==> config.mk <==
export PLATFORM = sky130hd
export DESIGN_NAME = mac_driver_flat
export DESIGN_NICKNAME = d
export VERILOG_FILES = /design/src/rtl/mac_driver_if.sv /design/src/rtl/mac_driver.sv /design/src/flat_wrapper.sv
export SDC_FILE = /design/constraint.sdc
export NUM_CORES = 1
export LEC_CHECK = 0
export BUFFER_PORTS_ARGS = -buffer_cell sky130_fd_sc_hd__buf_2
export CAP_MARGIN = 20
export CORE_AREA = 2 2 135 137
export CTS_CLUSTER_DIAMETER = 50
export DETAILED_ROUTE_END_ITERATION = 8
export DIE_AREA = 0 0 137 139
export GPL_TIMING_DRIVEN = 0
export PLACE_DENSITY_LB_ADDON = 0.3
export SLEW_MARGIN = 20
export SYNTH_ARGS = -nofsm -noshare
export SYNTH_HDL_FRONTEND = slang
export SYNTH_SLANG_ARGS = --single-unit
==> constraint.sdc <==
create_clock -name clk -period 3 [get_ports clk]
set_input_delay 0.6 -clock clk [delete_from_list [all_inputs] [get_ports clk]]
set_output_delay 0.6 -clock clk [all_outputs]
set_load 0.1 [all_outputs]
==> src/rtl/mac_driver_if.sv <==
// Bundle of command, mac-side and result signals for mac_driver.
// master is the driver itself; slave is the controller/mac/consumer side.
interface mac_driver_if #(
  parameter int C_W   = 16,
  parameter int O_W   = 16,
  parameter int CNT_W = 8
) ();
  logic             cmd_valid;
  logic             cmd_ready;
  logic [C_W-1:0]   cmd_data;
  logic [C_W-1:0]   mac_c;
  logic             mac_en;
  logic             mac_finish;
  logic [O_W-1:0]   mac_o;
  logic             res_valid;
  logic             res_ready;
  logic [O_W-1:0]   res_data;
  logic             res_err;
  logic             busy;
  logic [CNT_W-1:0] err_cnt;

  modport master (
    input  cmd_valid, cmd_data, mac_finish, mac_o, res_ready,
    output cmd_ready, mac_c, mac_en, res_valid, res_data, res_err, busy, err_cnt
  );

  modport slave (
    output cmd_valid, cmd_data, mac_finish, mac_o, res_ready,
    input  cmd_ready, mac_c, mac_en, res_valid, res_data, res_err, busy, err_cnt
  );
endinterface

==> src/rtl/mac_driver.sv <==
// Initiator-side sequencer for the mac block: launches one operand at a time,
// waits for finish or timeout, and queues results in a small FIFO.
module mac_driver #(
  parameter int C_W     = 16,
  parameter int O_W     = 16,
  parameter int TIMEOUT = 255,
  parameter int CNT_W   = 8,
  parameter int DEPTH   = 4
) (
  input  logic         clk,
  input  logic         rst,
  mac_driver_if.master bus
);

  localparam int AW = $clog2(DEPTH);
  localparam int CW = AW + 1;

  typedef enum logic [1:0] {S_IDLE, S_LAUNCH, S_WAIT} state_t;

  state_t           r_state;
  logic [C_W-1:0]   r_mac_c;
  logic             r_mac_en;
  logic             r_cmd_ready;
  logic             r_busy;
  logic [CNT_W-1:0] r_wcnt;
  logic [CNT_W-1:0] r_err_cnt;

  logic [O_W:0]     r_mem [DEPTH];
  logic [AW-1:0]    r_wptr;
  logic [AW-1:0]    r_rptr;
  logic [CW-1:0]    r_count;

  logic             w_timeout;
  logic             w_push;
  logic             w_push_err;
  logic [O_W-1:0]   w_push_data;
  logic             w_pop;
  logic             w_accept;
  logic [CW-1:0]    w_count_next;
  logic             w_space_next;
  logic [O_W:0]     w_head;

  always_comb begin
    w_timeout    = (r_wcnt == CNT_W'(TIMEOUT - 1));
    w_push       = (r_state == S_WAIT) && (bus.mac_finish || w_timeout);
    w_push_err   = !bus.mac_finish;
    w_push_data  = bus.mac_finish ? bus.mac_o : '0;
    w_pop        = (r_count != '0) && bus.res_ready;
    w_accept     = (r_state == S_IDLE) && r_cmd_ready && bus.cmd_valid;
    w_count_next = r_count + CW'(w_push) - CW'(w_pop);
    w_space_next = (w_count_next < CW'(DEPTH));
    w_head       = r_mem[r_rptr];
  end

  // cmd_ready is registered from the post-edge FIFO count, so it is already
  // valid in the first IDLE cycle after a completion or a pop.
  always_ff @(posedge clk or negedge rst) begin
    if (!rst) begin
      r_state     <= S_IDLE;
      r_mac_c     <= '0;
      r_mac_en    <= 1'b0;
      r_cmd_ready <= 1'b0;
      r_busy      <= 1'b0;
      r_wcnt      <= '0;
      r_err_cnt   <= '0;
    end else begin
      case (r_state)
        S_IDLE: begin
          if (w_accept) begin
            r_mac_c     <= bus.cmd_data;
            r_mac_en    <= 1'b1;
            r_cmd_ready <= 1'b0;
            r_busy      <= 1'b1;
            r_state     <= S_LAUNCH;
          end else begin
            r_cmd_ready <= w_space_next;
          end
        end
        S_LAUNCH: begin
          r_mac_en <= 1'b0;
          r_wcnt   <= '0;
          r_state  <= S_WAIT;
        end
        S_WAIT: begin
          r_wcnt <= r_wcnt + 1'b1;
          if (w_push) begin
            r_state     <= S_IDLE;
            r_busy      <= 1'b0;
            r_cmd_ready <= w_space_next;
            if (w_push_err && (r_err_cnt != '1)) begin
              r_err_cnt <= r_err_cnt + 1'b1;
            end
          end
        end
        default: begin
          r_state     <= S_IDLE;
          r_mac_en    <= 1'b0;
          r_cmd_ready <= 1'b0;
          r_busy      <= 1'b0;
        end
      endcase
    end
  end

  always_ff @(posedge clk or negedge rst) begin
    if (!rst) begin
      for (int unsigned i = 0; i < DEPTH; i++) begin
        r_mem[i] <= '0;
      end
      r_wptr  <= '0;
      r_rptr  <= '0;
      r_count <= '0;
    end else begin
      if (w_push) begin
        r_mem[r_wptr] <= {w_push_err, w_push_data};
        r_wptr        <= r_wptr + 1'b1;
      end
      if (w_pop) begin
        r_rptr <= r_rptr + 1'b1;
      end
      r_count <= w_count_next;
    end
  end

  assign bus.cmd_ready = r_cmd_ready;
  assign bus.mac_c     = r_mac_c;
  assign bus.mac_en    = r_mac_en;
  assign bus.busy      = r_busy;
  assign bus.err_cnt   = r_err_cnt;
  assign bus.res_valid = (r_count != '0);
  assign bus.res_data  = (r_count != '0) ? w_head[O_W-1:0] : '0;
  assign bus.res_err   = (r_count != '0) ? w_head[O_W] : 1'b0;

endmodule

==> src/flat_wrapper.sv <==
// flat-port wrapper written by rule: the top's interface ports become plain ports
module mac_driver_flat 
#(
  parameter int C_W     = 16,
  parameter int O_W     = 16,
  parameter int TIMEOUT = 255,
  parameter int CNT_W   = 8,
  parameter int DEPTH   = 4
)
  (clk, rst, bus_cmd_valid, bus_cmd_data, bus_mac_finish, bus_mac_o, bus_res_ready, bus_cmd_ready, bus_mac_c, bus_mac_en, bus_res_valid, bus_res_data, bus_res_err, bus_busy, bus_err_cnt);
  mac_driver_if #(.C_W(C_W), .O_W(O_W), .CNT_W(CNT_W)) bus_i ();
  input  logic clk;
  input  logic rst;
  input wire logic [$bits(bus_i.cmd_valid)-1:0] bus_cmd_valid;
  input wire logic [$bits(bus_i.cmd_data)-1:0] bus_cmd_data;
  input wire logic [$bits(bus_i.mac_finish)-1:0] bus_mac_finish;
  input wire logic [$bits(bus_i.mac_o)-1:0] bus_mac_o;
  input wire logic [$bits(bus_i.res_ready)-1:0] bus_res_ready;
  output wire logic [$bits(bus_i.cmd_ready)-1:0] bus_cmd_ready;
  output wire logic [$bits(bus_i.mac_c)-1:0] bus_mac_c;
  output wire logic [$bits(bus_i.mac_en)-1:0] bus_mac_en;
  output wire logic [$bits(bus_i.res_valid)-1:0] bus_res_valid;
  output wire logic [$bits(bus_i.res_data)-1:0] bus_res_data;
  output wire logic [$bits(bus_i.res_err)-1:0] bus_res_err;
  output wire logic [$bits(bus_i.busy)-1:0] bus_busy;
  output wire logic [$bits(bus_i.err_cnt)-1:0] bus_err_cnt;
  assign bus_i.cmd_valid = bus_cmd_valid;
  assign bus_i.cmd_data = bus_cmd_data;
  assign bus_i.mac_finish = bus_mac_finish;
  assign bus_i.mac_o = bus_mac_o;
  assign bus_i.res_ready = bus_res_ready;
  assign bus_cmd_ready = bus_i.cmd_ready;
  assign bus_mac_c = bus_i.mac_c;
  assign bus_mac_en = bus_i.mac_en;
  assign bus_res_valid = bus_i.res_valid;
  assign bus_res_data = bus_i.res_data;
  assign bus_res_err = bus_i.res_err;
  assign bus_busy = bus_i.busy;
  assign bus_err_cnt = bus_i.err_cnt;
  mac_driver #(.C_W(C_W), .O_W(O_W), .TIMEOUT(TIMEOUT), .CNT_W(CNT_W), .DEPTH(DEPTH)) u_core (.clk(clk), .rst(rst), .bus(bus_i));
endmodule
==> metrics.md <==
| Metric | Value |
|---|---|
| Run status | completed |
| Layout cell share with drive strength beyond 1 | 49.4% |
| Post-Route WL | about 12,000 um |
| Adder-cell area share of the yosys netlist | roughly 3.5% |
| Commonest cells post-synth | 112 x dfrtp_1, 65 x a22o_2, 20 x mux2_2 |
| Grt ovf | 0 |
| Synth Area in Compound Gates | 16.1% |
| Type of the most critical hold path | in2async |
| Worst-path clk slew | around 0.080 ns |
| Post-synth cell types | 39 |
| DIE AREA | approximately 19,000 um2 |
| Post-DR vias/cell | 4.94 |
| Crit path kind | reg2out |
| Layout area overhead | 19.9% |
| Vias in the first global route | roughly 3,800 |
| Top cell family by delay on the critical path | buffers and inverters |
| Final ANT Viol Nets | 0 |
| Antenna violations before repair | 0 |
| Final Cycle Share | 94.7% |
| Final core occ | 35.3% |
| Core area | ~18,000 um2 |
| Die Y | between 100 and 150 um |
| CP max stage delay | roughly 0.54 ns |
| CTS buffer count | 9 |
| PostCTS Resize Cnt | 0 |
| Synth warnings | 0 |
| Buf+Inv Stages, Crit Path | 3 |
| Setup violators final | 0 |
| TritonCTS clock tree | built |
| Synthesized flop and latch total | ~110 |
| Simple logic cell fraction of the synthesized area | under 10% |
| DRT Pass-1 Iters | 4 |
| DP Wirelength | ~8200 um |
| Worst EP required | about 2.4 ns |
| CTS Hold Bufs | 0 |
| Final number of hold-violating endpoints | 0 |
| Relative slew slack | around 65% |
| Total GRT Usage | 14.0% |
| Synth area leader | dfrtp_1 |
| Synth Area in XOR/XNOR | 1.52% |
| Fraction of registers with async set or reset after synthesis | between 90% and 100% |
| Worst path cell trace | clkbuf_4, buf_4, mux4_2, and2_1, buf_2 |
| First-pass GRT wire length | 20,700 um |
| # clock sinks | 112 |
| H-tree depth | 3 |
| Worst slew pin tran | between 0.5 and 0.6 ns |
| Port bufs | a little over 80 |
| Setup Fix Bufs, Post-CTS | 0 |
| Vias | 3,432 |
| Placer congestion estimate | around 0.8 |
| Crit end category | output pin |
| Layout Skew | around 0.01 ns |
| FMAX | approximately 350 MHz |
| Setup tns final | 0 ns |
| Root buffer cell | clkbuf_16 |
| Ranking of synthesized cells by area | dfrtp_1 54%, a22o_2 13%, mux4_2 7.4%, mux2_2 4.3%, ha_1 3.1% |
| Number of synthesized flops with an enable pin | 0 |
| Startpoint Class | flop |
| Antenna diodes | 0 |
| Max Root-Sink Buffers | 2 |
| Mapped cell area | ~5200 um2 |
| Max_cap viols | 0 |
| Seq/Total Area, Yosys | between 50% and 60% |
| Post-Syn Nets | between 400 and 500 |
| # rows | 49 |
| Starting DRC count in detailed routing | about 180 |
| Largest fanout on the critical path | 10 |
| Avg Inst Size Synth | approximately 14 um2 |
| Worst path slowest cell | mux4_2 |
| Proportion of synthesized area in mux cells | about an eighth |
| Share of the synthesized area in the top cell type | a little over half |
| Post-route DRC | 0 |
| Largest net degree at the start of global routing | a little over 70 |
| Worst-skew pair later-pin latency | approximately 0.36 ns |
| RSZ-0062 raised after global routing | false |
| Primary FF master, synth | dfrtp_1 |
| Count leader, synth | dfrtp_1 |
| Fillers | 1,718 |
| Worst Path Arrival | between 2 and 2.5 ns |
| Largest family of logic cells by synthesized area | compound AO/OA/AOI/OAI gates |
| # IOs | 82 |
| Mapped Cells | 370 |
| Final net count | just over 500 |
| Die width | ~140 um |
| Min Tclk post-route | 2.84 ns |
| Starting Density | 29.4% |
| Final slew viol count | 0 |
| Drt wl/cell | between 15 and 20 um |
## cell type report
class | instances | area (um2) | area share [%]
inverter | 13 | 48.8 | 0.784
multi-input combinational | 223 | 2150 | 34.5
timing repair buffer | 82 | 439 | 7.05
sequential | 112 | 2800 | 45.0
clock inverter | 6 | 78.8 | 1.27
buffer | 20 | 191 | 3.07
clock buffer | 10 | 229 | 3.68
tap | 229 | 287 | 4.60
## state kept, by name, indices dropped and copies added (netlist names), 2 cells and up
register	flops
u_core.r_count	3
u_core.r_wcnt	8
u_core.r_state	2
u_core.r_mem	68
u_core.r_wptr	2
u_core.bus.mac_c	16
u_core.r_rptr	2
u_core.bus.err_cnt	8
## per-layer routing
layer / part of all wire [%] / GRT usage [%] / vias up / wire [um]
met5: 0 / 0 / - / 0
met4: 0.87 / 3.09 / 0 / 109
met3: 5.1 / 3.87 / 7 / 637
met2: 50 / 23.1 / 81 / 6190
met1: 44 / 18.3 / 1788 / 5530
li1: - / - / 1556 / -
## stage by stage
step | setup slack [ns] | area [um2] | hold slack, ns | instances
detailed placement | 0.0249 | 5920 | 0.478 | 681
global placement | -0.0109 | 5880 | 0.477 | 680
floorplan | 0.379 | 5190 | 0.304 | 370
CTS | 0.00281 | 6220 | 0.166 | 696
finish | 0.160 | 6230 | 0.153 | 695
global route | 0.0470 | 6230 | 0.175 | 695
## layout by cell type (no fill, tap or decap), types with 2 or more instances in the layout
cell          n
mux4_2       17
inv_1        13
xor2_1        3
and2_1       18
a21oi_1       6
nand3_2       4
nand3_1       9
ha_1         13
clkinvlp_4    2
o31ai_1       2
clkbuf_16     9
o21ai_0      11
a22o_2       65
buf_6         8
nand2_1       8
and3_1        5
mux2i_1       2
nor2_1        9
dfrtp_1     112
xnor2_1       6
a31oi_1       5
nand4_1       3
mux2_2       20
buf_2        81
buf_4         2
clkbuf_1      4
and3_2        3
clkbuf_8      5
## final timing paths
kind | slack [ns] | endpoint | depth (start not counted) | from
setup / recovery | 0.16 | bus_res_data[10] | 5 | u_core.r_rptr[0]$_DFFE_PN0P_
hold / removal | 0.15 | u_core.r_mem[36]$_DFFE_PN0P_ | 1 | rst
setup reg to reg | 0.29 | u_core.bus.cmd_ready$_DFFE_PN0P_ | 9 | u_core.r_count[1]$_DFF_PN0_
hold reg to reg | 0.50 | u_core.r_mem[24]$_DFFE_PN0P_ | 1 | u_core.r_mem[24]$_DFFE_PN0P_
max in group asynchronous | 2.15 | u_core.bus.cmd_ready$_DFFE_PN0P_ | 2 | rst
min in group clk | 0.47 | u_core.bus.mac_c[7]$_DFFE_PN0P_ | 2 | bus_cmd_data[7]
## cell families after synthesis
| kind of cell | count (synthesis) |
|---|---|
| xor gates and xnor gates | 9 |
| adders and majority gates | 14 |
| DFF | 112 |
| muxes | 39 |
| buffers and inverters | 35 |
| AOI/OAI and AO/OA | 94 |
| and+or+nand+nor | 67 |
Power is left out: the tool's default activity adds up to more than one toggle a clock period on the data nets, which glitch-free logic cannot reach.
